===== src/rtl/inst_fetch_buffer_if.sv =====
// Fetch-stage bus bundle: instruction memory port a, redirect input from EX,
// and the valid/ready handoff toward decode. The fetch unit uses "master",
// the surrounding pipeline/memory uses "slave".
interface inst_fetch_buffer_if #(
  parameter int ADDR_W = 14
);
  logic [ADDR_W-1:0] imem_addr;
  logic [31:0]       imem_data;
  logic              redirect_valid;
  logic [31:0]       redirect_pc;
  logic              id_ready;
  logic              if_valid;
  logic [31:0]       if_instr;
  logic [31:0]       if_pc;

  modport master (
    output imem_addr, if_valid, if_instr, if_pc,
    input  imem_data, redirect_valid, redirect_pc, id_ready
  );

  modport slave (
    input  imem_addr, if_valid, if_instr, if_pc,
    output imem_data, redirect_valid, redirect_pc, id_ready
  );
endinterface


===== src/rtl/inst_fetch_buffer.sv =====
// Instruction fetch stage. Issues word addresses to a memory with a fixed
// 2-cycle read latency, tags each request with its PC through a two-stage
// pipe, and parks returned words in a small FIFO that feeds decode.
// Issue is credit based: a new fetch goes out only when the FIFO is
// guaranteed room for it, so no returned word is ever dropped. A redirect
// throws away everything in flight and buffered and restarts at the target.
module inst_fetch_buffer #(
  parameter logic [31:0] RESET_PC = 32'h0000_0000,
  parameter int          ADDR_W   = 14,
  parameter int          DEPTH    = 4
) (
  input  logic                clk,
  input  logic                rst,
  inst_fetch_buffer_if.master bus
);

  localparam int          PTR_W     = $clog2(DEPTH);
  localparam logic [31:0] NOP_INSTR = 32'h0000_0013;
  localparam logic [PTR_W+1:0] DEPTH_LIM = DEPTH[PTR_W+1:0];

  logic [31:0] pc;
  logic        s0_v, s1_v;
  logic [31:0] s0_pc, s1_pc;

  logic [31:0]      fifo_pc    [DEPTH];
  logic [31:0]      fifo_instr [DEPTH];
  logic [PTR_W-1:0] wr_ptr, rd_ptr;
  logic [PTR_W:0]   count;

  logic [31:0]      redirect_target;
  logic [31:0]      fetch_pc;
  logic [PTR_W+1:0] in_flight;
  logic             issue;
  logic             head_valid;
  logic             push;
  logic             pop;

  // Fetch address selection, credit check and FIFO handshake decode
  always_comb begin
    redirect_target = bus.redirect_pc & ~32'h3;
    fetch_pc        = bus.redirect_valid ? redirect_target : pc;
    in_flight       = {1'b0, count}
                    + {{(PTR_W+1){1'b0}}, s0_v}
                    + {{(PTR_W+1){1'b0}}, s1_v};
    issue           = bus.redirect_valid || (in_flight < DEPTH_LIM);
    head_valid      = (count != '0);
    push            = s1_v && !bus.redirect_valid;
    pop             = head_valid && bus.id_ready && !bus.redirect_valid;
  end

  assign bus.imem_addr = fetch_pc[ADDR_W+1:2];
  assign bus.if_valid  = head_valid;
  assign bus.if_instr  = head_valid ? fifo_instr[rd_ptr] : NOP_INSTR;
  assign bus.if_pc     = head_valid ? fifo_pc[rd_ptr]    : 32'h0;

  // PC register and the two-stage request pipe that matches memory latency
  always_ff @(posedge clk) begin
    if (rst) begin
      pc    <= RESET_PC;
      s0_v  <= 1'b0;
      s1_v  <= 1'b0;
      s0_pc <= '0;
      s1_pc <= '0;
    end else begin
      s1_v  <= s0_v && !bus.redirect_valid;
      s1_pc <= s0_pc;
      s0_v  <= issue;
      s0_pc <= fetch_pc;
      if (issue) begin
        pc <= fetch_pc + 32'd4;
      end
    end
  end

  // Return FIFO: push tagged words as they arrive, pop on decode accept
  always_ff @(posedge clk) begin
    if (rst) begin
      wr_ptr <= '0;
      rd_ptr <= '0;
      count  <= '0;
    end else if (bus.redirect_valid) begin
      wr_ptr <= '0;
      rd_ptr <= '0;
      count  <= '0;
    end else begin
      if (push) begin
        fifo_pc[wr_ptr]    <= s1_pc;
        fifo_instr[wr_ptr] <= bus.imem_data;
        wr_ptr             <= wr_ptr + 1'b1;
      end
      if (pop) begin
        rd_ptr <= rd_ptr + 1'b1;
      end
      count <= count + {{PTR_W{1'b0}}, push} - {{PTR_W{1'b0}}, pop};
    end
  end

endmodule


===== src/flat_wrapper.sv =====
// flat-port wrapper written by rule: the top's interface ports become plain ports
module inst_fetch_buffer_flat 
#(
  parameter logic [31:0] RESET_PC = 32'h0000_0000,
  parameter int          ADDR_W   = 14,
  parameter int          DEPTH    = 4
)
  (clk, rst, bus_imem_addr, bus_if_valid, bus_if_instr, bus_if_pc, bus_imem_data, bus_redirect_valid, bus_redirect_pc, bus_id_ready);
  inst_fetch_buffer_if #(.ADDR_W(ADDR_W)) bus_i ();
  input  logic clk;
  input  logic rst;
  output wire logic [$bits(bus_i.imem_addr)-1:0] bus_imem_addr;
  output wire logic [$bits(bus_i.if_valid)-1:0] bus_if_valid;
  output wire logic [$bits(bus_i.if_instr)-1:0] bus_if_instr;
  output wire logic [$bits(bus_i.if_pc)-1:0] bus_if_pc;
  input wire logic [$bits(bus_i.imem_data)-1:0] bus_imem_data;
  input wire logic [$bits(bus_i.redirect_valid)-1:0] bus_redirect_valid;
  input wire logic [$bits(bus_i.redirect_pc)-1:0] bus_redirect_pc;
  input wire logic [$bits(bus_i.id_ready)-1:0] bus_id_ready;
  assign bus_imem_addr = bus_i.imem_addr;
  assign bus_if_valid = bus_i.if_valid;
  assign bus_if_instr = bus_i.if_instr;
  assign bus_if_pc = bus_i.if_pc;
  assign bus_i.imem_data = bus_imem_data;
  assign bus_i.redirect_valid = bus_redirect_valid;
  assign bus_i.redirect_pc = bus_redirect_pc;
  assign bus_i.id_ready = bus_id_ready;
  inst_fetch_buffer #(.RESET_PC(RESET_PC), .ADDR_W(ADDR_W), .DEPTH(DEPTH)) u_core (.clk(clk), .rst(rst), .bus(bus_i));
endmodule

===== config.mk =====
export PLATFORM = sky130hd
export DESIGN_NAME = inst_fetch_buffer_flat
export DESIGN_NICKNAME = d
export VERILOG_FILES = /design/src/rtl/inst_fetch_buffer_if.sv /design/src/rtl/inst_fetch_buffer.sv /design/src/flat_wrapper.sv
export SDC_FILE = /design/constraint.sdc
export NUM_CORES = 1
export LEC_CHECK = 0
export ABC_CLOCK_PERIOD_IN_PS = 4100
export BUFFER_PORTS_ARGS = -buffer_cell sky130_fd_sc_hd__buf_4
export CAP_MARGIN = 0
export CORE_MARGIN = 1.5
export CORE_UTILIZATION = 45
export DETAILED_ROUTE_END_ITERATION = 10
export GPL_TIMING_DRIVEN = 0
export HOLD_SLACK_MARGIN = 0.15
export SYNTH_ARGS = -nofsm -noshare
export SYNTH_HDL_FRONTEND = slang
export SYNTH_SLANG_ARGS = --single-unit

===== constraint.sdc =====
create_clock -name clk -period 4.1 [get_ports clk]
set_clock_uncertainty 0.15 [all_clocks]
set_input_delay 0.205 -clock clk [delete_from_list [all_inputs] [get_ports clk]]
set_output_delay 0.205 -clock clk [all_outputs]
set_load 0.005 [all_outputs]

==> flow_metrics.py, run 1 <==
metrics = {
    "status": {
        "status": "finished, final reports clean",
    },
    "yosys": {
        "async_flop_share": 0,
        "yosysSeqAreaShare": 0.675,
        "netlist_area_um2": 14600,
        "synthTopCellsByCount": "edfxtp_1 (256), dfxtp_1 (107), and2_1 (69)",
        "synth_most_common_cell": "edfxtp_1",
        "synth-xor-area-share": 0.0216,
        "yosysTopAreaCell": "edfxtp_1",
        "synth-simple-area-share": 0.114,
        "netlist.area_leader.share": 0.528,
        "synth_edf_count": 256,
        "synth_ff_type": "edfxtp_1",
        "synth_fa_ha_area_frac": 0.00910,
        "synth_top_family_by_area": "multiplexers",
        "ys_seq_elements": 363,
        "syn_nets": 1013,
        "syn_avg_cell_area_um2": 15.6,
        "synth_area_leaders": "edfxtp_1 (53%), dfxtp_1 (15%), mux4_2 (9.9%), and2_1 (3.0%), xnor2_1 (2.0%)",
        "synth_mux_area_frac": 0.120,
        "yosys_warnings": 0,
        "syn_inst": 935,
        "synth_compound_area_frac": 0.0308,
        "synth.distinct_cells": 67,
    },
    "clocking": {
        "path_clk_slew_ns": 0.06,
        "root_buffer": "clkbuf_16",
        "clk_latency_ns": 0.52,
        "numCtsBuffers": 39,
        "clockBufferDepth": 3,
        "cts_tree": "yes",
        "cts_htree_levels": 2,
        "post_cts_buffers": 0,
        "cts_sinks": 363,
    },
    "sta": {
        "hold_viol_final": 0,
        "period_share": 0.875,
        "tns_ns": 0,
        "min_period_ns": 3.59,
        "setup_violations": 0,
        "fmax_ghz": 0.279,
        "grt_setup_unrepaired": "no",
        "slew_viol_final": 0,
        "worstMarginPinSlew_ns": 0.785,
        "timing.hold.ws_ns": 0.276,
        "relSlewSlack": 0.477,
    },
    "routing": {
        "wl_met3_um": 1430,
        "drc": 0,
        "drt_pass1_iterations": 5,
        "wl_per_cell_um": 18.5,
        "vias": 8408,
        "post_drt_via_cell_ratio": 5.17,
        "drt-initial-drc-count": 518,
        "highest_layer": "met4",
        "met1Wirelength_um": 14100,
        "drt_wl_total_um": 30200,
        "wl_met2_um": 14100,
        "ant_nets": 0,
    },
    "placed_design": {
        "hpwl_um": 19400,
        "io_buffers": 144,
        "globalplace.congestion": 0.855,
    },
    "worst_setup_path": {
        "r2r_cells": 9,
        "critPathMaxStageDelay_ns": 0.62,
        "worstReg2RegEnd": "u_core.pc[24]",
        "cp_data_required_time_ns": 4.41,
        "critPathArrivalTime_ns": 3.90,
        "critPathKind": "reg2reg",
        "cp_slowest_cell": "o31ai_2",
        "reg2reg_slack_ns": 0.51,
        "start_kind": "flop",
        "path_cells": "ha_1 -> a21oi_1 -> o31ai_2 -> and2_1 -> clkbuf_1 -> clkbuf_1 -> nand3_1 -> nand3_1 -> dlygate4sd3_1",
        "r2r-start": "u_core.s1_v",
        "worstPathMaxFanout": 10,
        "end_kind": "flop",
    },
    "pwr": {
        "p_total_mw": 7.92,
        "power_density_nw_per_um2": 433,
        "power_leakage_nw": 6.59,
        "peakVddDrop_v": 0.000283,
    },
    "floorplan": {
        "chipWidth_um": 183,
        "ioPinCount": 147,
        "rows": 65,
        "initial_core_util": 0.459,
        "die_area_um2": 33500,
        "core_area_um2": 31700,
        "fp.dieH_um": 183,
    },
    "global_route": {
        "grt_overflow_total": 0,
        "grt.total_usage": 0.183,
        "antenna_found_initial": 0,
        "grt_max_degree": 55,
        "grt_pass1_vias": 8497,
        "grt_pass1_wl_um": 47300,
    },
    "min_path": {
        "worstHoldPathCells": 2,
        "hp-class": "in2reg",
        "min_from": "bus_imem_data[7]",
        "hold_end": "u_core.fifo_instr[1][7]",
    },
    "final_layout": {
        "areaGrowthSynthToFinish_pct": 25.5,
        "filler_cell_count": 2544,
        "drive_gt1_frac": 0.276,
        "layout.nets": 1272,
        "antennaDiodeCount": 0,
    },
    "run": {
        "max_cap_viol_count": 0,
    },
}
-- sequential cells by signal, summed over array words and instances, names as in the netlist, named ones only --
signal	cells
u_core.s0_pc	32
u_core.count	3
u_core.wr_ptr	2
u_core.fifo_pc	128
u_core.rd_ptr	2
u_core.pc	32
u_core.s0_v	1
u_core.s1_pc	32
u_core.s1_v	1
u_core.fifo_instr	128
-- worst max-delay path, delay by kind of cell (launching register included) --
kind	cells	cell delay, ns
buf+inv	3	1.51
compound gates	2	0.70
simple gates	3	0.45
flops	1	0.40
fa+ha+maj	1	0.32
-- worst max path at each step --
stage                       startpoint                       end  slack [ns]  cells past startpoint
CTS                        u_core.s1_v             u_core.pc[24]        0.54                      9
finish                     u_core.s1_v             u_core.pc[24]        0.51                      9
detailed placement  bus_redirect_valid  u_core.fifo_instr[2][22]        1.01                      8
global route               u_core.s1_v             u_core.pc[24]        0.33                      9
floorplan           bus_redirect_valid   u_core.fifo_instr[0][0]        0.82                      6
global placement    bus_redirect_valid  u_core.fifo_instr[0][23]       -1.03                      7
-- through the flow --
step	setup slack (ns)	cell area, µm²	util	instances
2_1_floorplan	0.822	14600	-	935
3_3_place_gp	-1.03	16200	0.509	1481
3_5_place_dp	1.01	16300	0.513	1485
4_1_cts	0.535	18300	0.577	1627
5_1_grt	0.335	18300	0.577	1627
6_report	0.513	18300	0.577	1627
-- cells in the final DEF, fill, tap and decap left out, types with 5 or more instances in the layout --
| master | count |
|---|---|
| xnor2_1 | 33 |
| clkbuf_16 | 41 |
| nand3_1 | 27 |
| nand2b_1 | 5 |
| inv_1 | 23 |
| dfxtp_1 | 107 |
| clkinv_1 | 6 |
| nand3b_1 | 12 |
| nor2b_1 | 34 |
| o21ai_0 | 6 |
| nor3_1 | 8 |
| and2_1 | 69 |
| ha_1 | 9 |
| dlygate4sd3_1 | 70 |
| clkbuf_1 | 36 |
| mux2i_1 | 28 |
| a21oi_1 | 20 |
| buf_4 | 160 |
| nand2_1 | 48 |
| o22ai_1 | 6 |
| edfxtp_1 | 256 |
| buf_2 | 9 |
| nor2_1 | 45 |
| mux4_2 | 64 |
-- routing by layer --
metal / global-route usage / vias to the layer above
met5: 0 / -
met2: 0.298 / 219
met4: 0.0485 / 0
li1: - / 3976
met3: 0.0282 / 37
met1: 0.259 / 4176
-- what timing repair did --
| action | CTS | global route |
|---|---|---|
| endpoints found under the hold margin | 190 | 0 |
| resized for setup | 0 | 0 |
| hold buffers | 70 | 0 |
-- kinds of logic after synthesis --
group | after synthesis
muxes | 94
and+or+nand+nor | 287
DFF | 363
buffers and inverters | 84
AOI/OAI and AO/OA | 61
adders and majority gates | 10
xor gates and xnor gates | 36
-- where the power goes --
group	total, mW	internal (mW)	switching (mW)
combinational	0.407	0.213	0.194
sequential	4.01	3.97	0.0387
clock	3.51	2.11	1.40
total	7.92	6.29	1.63
-- area by class of cell --
| class | instances | area [µm²] | area share |
|---|---|---|---|
| multi-input combinational | 488 | 4320 | 0.236 |
| tap | 402 | 503 | 0.0275 |
| buffer | 59 | 343 | 0.0187 |
| inverter | 25 | 93.8 | 0.00513 |
| clock inverter | 18 | 189 | 0.0103 |
| clock buffer | 54 | 1110 | 0.0610 |
| timing repair buffer | 218 | 1890 | 0.103 |
| sequential | 363 | 9830 | 0.538 |
No activity file was read; power rests on OpenSTA's default activity.
==> run 2, diff against run 1 <==
--- a/config.mk
+++ b/config.mk
@@ -9,7 +9,7 @@
 export BUFFER_PORTS_ARGS = -buffer_cell sky130_fd_sc_hd__buf_4
 export CAP_MARGIN = 0
 export CORE_MARGIN = 1.5
-export CORE_UTILIZATION = 45
+export CORE_UTILIZATION = 44
 export DETAILED_ROUTE_END_ITERATION = 10
 export GPL_TIMING_DRIVEN = 0
 export HOLD_SLACK_MARGIN = 0.15
==> run 2 against run 1 <==
Clock power shrank 6.8%. Wire length shrank 1.8%. Utilization shrank 1.6 points. Flip-flop and latch count is the same. Register-to-register slack is essentially flat. Sequential share of layout area grew 0.17 points. Fmax grew 0.17%. Largest cell class unchanged. Via count shrank 1.0%. Worst hold slack gained 0.0077 ns. Largest power group unchanged.
==> flow_metrics.py, run 2 (synthesized netlist as in run 1, its figures left out) <==
metrics = {
    "floorplan": {
        "rows": 66,
        "ioPinCount": 147,
        "die_area_um2": 34200,
        "initial_core_util": 0.448,
        "chipWidth_um": 185,
        "fp.dieH_um": 185,
        "core_area_um2": 32500,
    },
    "routing": {
        "drt-initial-drc-count": 492,
        "drt_pass1_iterations": 5,
        "wl_per_cell_um": 17.8,
        "post_drt_via_cell_ratio": 5.00,
        "ant_nets": 0,
        "vias": 8323,
        "drc": 0,
        "drt_wl_total_um": 29600,
    },
    "sta": {
        "fmax_ghz": 0.279,
        "min_period_ns": 3.58,
        "fin_ws_ns": 0.519,
        "worstMarginPinSlew_ns": 0.739,
        "setup_violations": 0,
        "slew_viol_final": 0,
        "hold_viol_final": 0,
        "relSlewSlack": 0.507,
        "period_share": 0.873,
        "grt_setup_unrepaired": "no",
    },
    "pwr": {
        "peakVddDrop_v": 0.000234,
        "power_density_nw_per_um2": 422,
        "power_leakage_nw": 6.54,
    },
    "worst_setup_path": {
        "path_cells": "ha_1 -> a21oi_1 -> o31ai_2 -> and2_1 -> clkbuf_1 -> clkbuf_1 -> nand3_1 -> nand3_1 -> dlygate4sd3_1",
        "start_kind": "flop",
        "cp_slowest_cell": "o31ai_2",
        "critPathKind": "reg2reg",
        "cp_data_required_time_ns": 4.41,
        "worstPathMaxFanout": 10,
        "critPathMaxStageDelay_ns": 0.57,
        "end_kind": "flop",
        "critPathArrivalTime_ns": 3.89,
    },
    "clocking": {
        "cts_tree": "yes",
        "cts-resized-gates": 0,
        "numCtsBuffers": 38,
        "cts_htree_levels": 2,
        "hold_buffers": 69,
        "post_cts_buffers": 0,
        "cts_sinks": 363,
        "clk_latency_ns": 0.51,
        "path_clk_slew_ns": 0.07,
        "clockBufferDepth": 3,
        "root_buffer": "clkbuf_16",
    },
    "placed_design": {
        "hpwl_um": 19400,
        "dp_slack_ns": 0.893,
        "io_buffers": 144,
        "dpl.cell_count": 1525,
        "globalplace.congestion": 0.872,
    },
    "global_route": {
        "grt_pass1_wl_um": 46200,
        "grt_overflow_total": 0,
        "grt_pass1_vias": 8402,
        "grt.total_usage": 0.178,
        "antenna_found_initial": 0,
        "grt_max_degree": 53,
    },
    "final_layout": {
        "layout.nets": 1270,
        "areaGrowthSynthToFinish_pct": 25.1,
        "final_cell_mix": "edfxtp_1 (256), buf_4 (160), dfxtp_1 (107)",
        "antennaDiodeCount": 0,
        "layout_commonest_cell": "edfxtp_1",
        "drive_gt1_frac": 0.278,
        "fin_cells": 1663,
        "top_regs": "u_core.fifo_instr: 128 flops, u_core.fifo_pc: 128 flops",
    },
    "status": {
        "status": "finished, final reports clean",
    },
    "min_path": {
        "hp-class": "reg2reg",
    },
    "run": {
        "max_cap_viol_count": 0,
    },
}
==> run 2: cell count changes in the layout (fill, tap and decap cells not counted), moves of 2 or more <==
cell / before / now
bufinv_16: 3 / 1
clkinv_1: 6 / 1
clkinv_2: 3 / 9
inv_6: 3 / 1
==> run 2: worst paths after layout <==
kind | startpoint | endpoint | slack (ns) | cells after the start
setup / recovery | u_core.s1_v | u_core.pc[24] | 0.52 | 9
hold reg to reg | u_core.s0_pc[28] | u_core.s1_pc[28] | 0.28 | 1
hold / removal | u_core.s0_pc[28] | u_core.s1_pc[28] | 0.28 | 1
setup reg to reg | u_core.s1_v | u_core.pc[24] | 0.52 | 9
==> run 2: metal layers <==
layer / GRT usage / vias to the layer above / part of all wire / wire, µm
met5: 0 / - / 0 / 0
met4: 0.0462 / 0 / 0.015 / 453
met3: 0.0324 / 33 / 0.055 / 1640
met1: 0.248 / 4075 / 0.46 / 13700
met2: 0.288 / 238 / 0.47 / 13800
li1: - / 3977 / - / -
==> run 2: power breakdown <==
part | switching (mW) | internal [mW]
clock | 1.34 | 1.93
combinational | 0.191 | 0.213
sequential | 0.0372 | 3.97
total | 1.57 | 6.11
==> run 2: layout make-up <==
cell class / count / area [µm²]
buffer: 59 / 343
clock buffer: 53 / 1090
inverter: 25 / 93.8
clock inverter: 16 / 123
tap: 442 / 553
timing repair buffer: 217 / 1870
multi-input combinational: 488 / 4320
fill: 2708 / 14300
sequential: 363 / 9830
==> run 2: critical path, delay by kind of cell, from the launching register on <==
family	cells	cell delay, ns
AND/OR/NAND/NOR	3	0.44
adder cells (fa/ha/maj)	1	0.31
AO/OA/AOI/OAI	2	0.65
buffers and inverters	3	1.58
flip-flops	1	0.40
==> run 2: stage by stage <==
stage	area, µm²	hold WS, ns	utilization	power, mW	TNS [ns]
CTS	18200	0.272	0.560	7.78	0
detailed placement	16300	0.261	0.502	4.44	0
global placement	16200	0.258	0.498	4.43	-268.02
finish	18200	0.284	0.560	7.69	0
floorplan	14600	0.154	-	4.27	0
global route	18200	0.289	0.560	7.98	0
==> run 3, diff against run 2 <==
--- a/config.mk
+++ b/config.mk
@@ -9,7 +9,7 @@
 export BUFFER_PORTS_ARGS = -buffer_cell sky130_fd_sc_hd__buf_4
 export CAP_MARGIN = 0
 export CORE_MARGIN = 1.5
-export CORE_UTILIZATION = 44
+export CORE_UTILIZATION = 25
 export DETAILED_ROUTE_END_ITERATION = 10
 export GPL_TIMING_DRIVEN = 0
 export HOLD_SLACK_MARGIN = 0.15
==> run 3 against run 2 <==
Sequential share of layout area fell by 1.6 points. Wire length rose by 18%. Worst setup slack got worse by 0.18 ns. Critical path type unchanged. Largest power group unchanged. Non-clock buffer count rose by 6.
==> flow_metrics.py, run 3 (synthesized netlist as in run 1, its figures left out) <==
metrics = {
    "status": {
        "status": "finished, final reports clean",
    },
    "global_route": {
        "grt_pass1_wl_um": 53300,
        "grt.total_usage": 0.118,
        "grt_max_degree": 43,
        "grt_overflow_total": 0,
        "grt_pass1_vias": 9017,
        "antenna_found_initial": 1,
    },
    "worst_setup_path": {
        "crit_path_start": "u_core.s1_v",
        "r2r-start": "u_core.s1_v",
        "path_cells": "ha_1 -> a21oi_1 -> o31ai_2 -> and2_1 -> clkbuf_1 -> or4_1 -> dlygate4sd3_1 -> nand3_1 -> dlygate4sd3_1",
        "cp_slowest_cell": "o31ai_2",
        "critPathMaxStageDelay_ns": 0.63,
        "crit_path_end": "u_core.pc[24]",
        "critPathKind": "reg2reg",
        "r2r_cells": 9,
        "crit_path_frequent_cell": "dlygate4sd3_1",
        "reg2reg_slack_ns": 0.34,
        "worstPathMaxFanout": 10,
        "start_kind": "flop",
        "cp_data_required_time_ns": 4.39,
        "end_kind": "flop",
        "critPathArrivalTime_ns": 4.05,
        "worstReg2RegEnd": "u_core.pc[24]",
    },
    "routing": {
        "wl_met3_um": 1840,
        "drc": 0,
        "post_drt_via_cell_ratio": 4.25,
        "drt-initial-drc-count": 547,
        "drt_pass1_iterations": 5,
        "wl_met2_um": 16800,
        "vias": 8489,
        "wl_per_cell_um": 17.5,
        "highest_layer": "met4",
        "ant_nets": 0,
        "met1Wirelength_um": 15500,
        "drt_wl_total_um": 34900,
    },
    "sta": {
        "min_period_ns": 3.76,
        "slew_viol_final": 0,
        "hold_viol_final": 0,
        "tns_ns": 0,
        "setup_violations": 0,
        "period_share": 0.917,
        "relSlewSlack": 0.411,
        "fmax_ghz": 0.266,
        "worstMarginPinSlew_ns": 0.883,
        "grt_setup_unrepaired": "no",
        "timing.hold.ws_ns": 0.258,
    },
    "clocking": {
        "numCtsBuffers": 41,
        "clk_latency_ns": 0.55,
        "clockBufferDepth": 3,
        "post_cts_buffers": 0,
        "cts_htree_levels": 2,
        "cts_tree": "yes",
        "path_clk_slew_ns": 0.07,
        "root_buffer": "clkbuf_16",
        "cts_sinks": 363,
    },
    "floorplan": {
        "fp.dieH_um": 244,
        "die_area_um2": 59700,
        "rows": 88,
        "chipWidth_um": 244,
        "initial_core_util": 0.252,
        "core_area_um2": 57700,
        "ioPinCount": 147,
    },
    "final_layout": {
        "layout.nets": 1279,
        "top_regs": "u_core.fifo_instr: 128 flops, u_core.fifo_pc: 128 flops",
        "drive_gt1_frac": 0.275,
        "areaGrowthSynthToFinish_pct": 28.8,
        "antennaDiodeCount": 0,
        "layout_commonest_cell": "edfxtp_1",
        "final_cell_mix": "edfxtp_1 (256), buf_4 (160), dfxtp_1 (107)",
        "fin_cells": 1997,
    },
    "pwr": {
        "peakVddDrop_v": 0.000233,
        "power_density_nw_per_um2": 423,
        "power_leakage_nw": 6.61,
    },
    "placed_design": {
        "hpwl_um": 23300,
        "globalplace.congestion": 0.860,
        "io_buffers": 144,
        "dpl.cell_count": 1848,
    },
    "run": {
        "max_cap_viol_count": 0,
    },
    "min_path": {
        "hp-class": "in2reg",
    },
}
## run 3: worst min path at each step
stage	slack (ns)	startpoint	cells past startpoint	to
2_1_floorplan	0.15	bus_imem_data[0]	0	u_core.fifo_instr[0][0]
3_3_place_gp	0.25	bus_imem_data[26]	1	u_core.fifo_instr[2][26]
3_5_place_dp	0.26	bus_imem_data[23]	1	u_core.fifo_instr[0][23]
4_1_cts	0.20	bus_imem_data[29]	2	u_core.fifo_instr[2][29]
5_1_grt	0.23	bus_imem_data[12]	2	u_core.fifo_instr[0][12]
6_report	0.26	bus_imem_data[29]	2	u_core.fifo_instr[2][29]
## run 3: cell type report
type,instances,area (µm²)
inverter,25,93.8
sequential,363,9830
buffer,59,343
fill,5747,38900
clock buffer,51,1070
timing repair buffer,223,1940
multi-input combinational,488,4320
tap,765,957
clock inverter,23,210
## run 3: where the power goes
part	total (mW)	leakage (nW)	internal [mW]	switching (mW)
clock	3.52	0.625	2.06	1.46
sequential	4.01	3.21	3.97	0.0376
combinational	0.421	2.78	0.217	0.204
total	7.95	6.61	6.25	1.70
## run 3: layer usage
layer	vias to the layer above	track usage
met5	-	0
met4	0	0.0356
met3	61	0.0270
met2	205	0.198
met1	4235	0.150
li1	3988	-
## run 3: worst max-delay path, delay by kind of cell (launching register included)
family | cells | cell delay [ns]
adders and majority gates | 1 | 0.32
buffers and inverters | 3 | 1.58
and+or+nand+nor | 3 | 0.49
DFF | 1 | 0.40
AOI/OAI and AO/OA | 2 | 0.71
## run 3: stage by stage
stage	cell area, µm²	power, mW	setup WS [ns]	utilization
finish	18800	7.95	0.339	0.325
global route	18800	8.25	0.176	0.325
CTS	18800	8.08	0.427	0.325
detailed placement	16700	4.45	0.702	0.290
global placement	16600	4.44	-1.28	0.288
floorplan	14600	4.27	0.822	-
## run 3: repair_timing
item	4_1_cts	5_1_grt
endpoints found under the hold margin	197	0
resized for setup	0	0
hold buffers	75	0
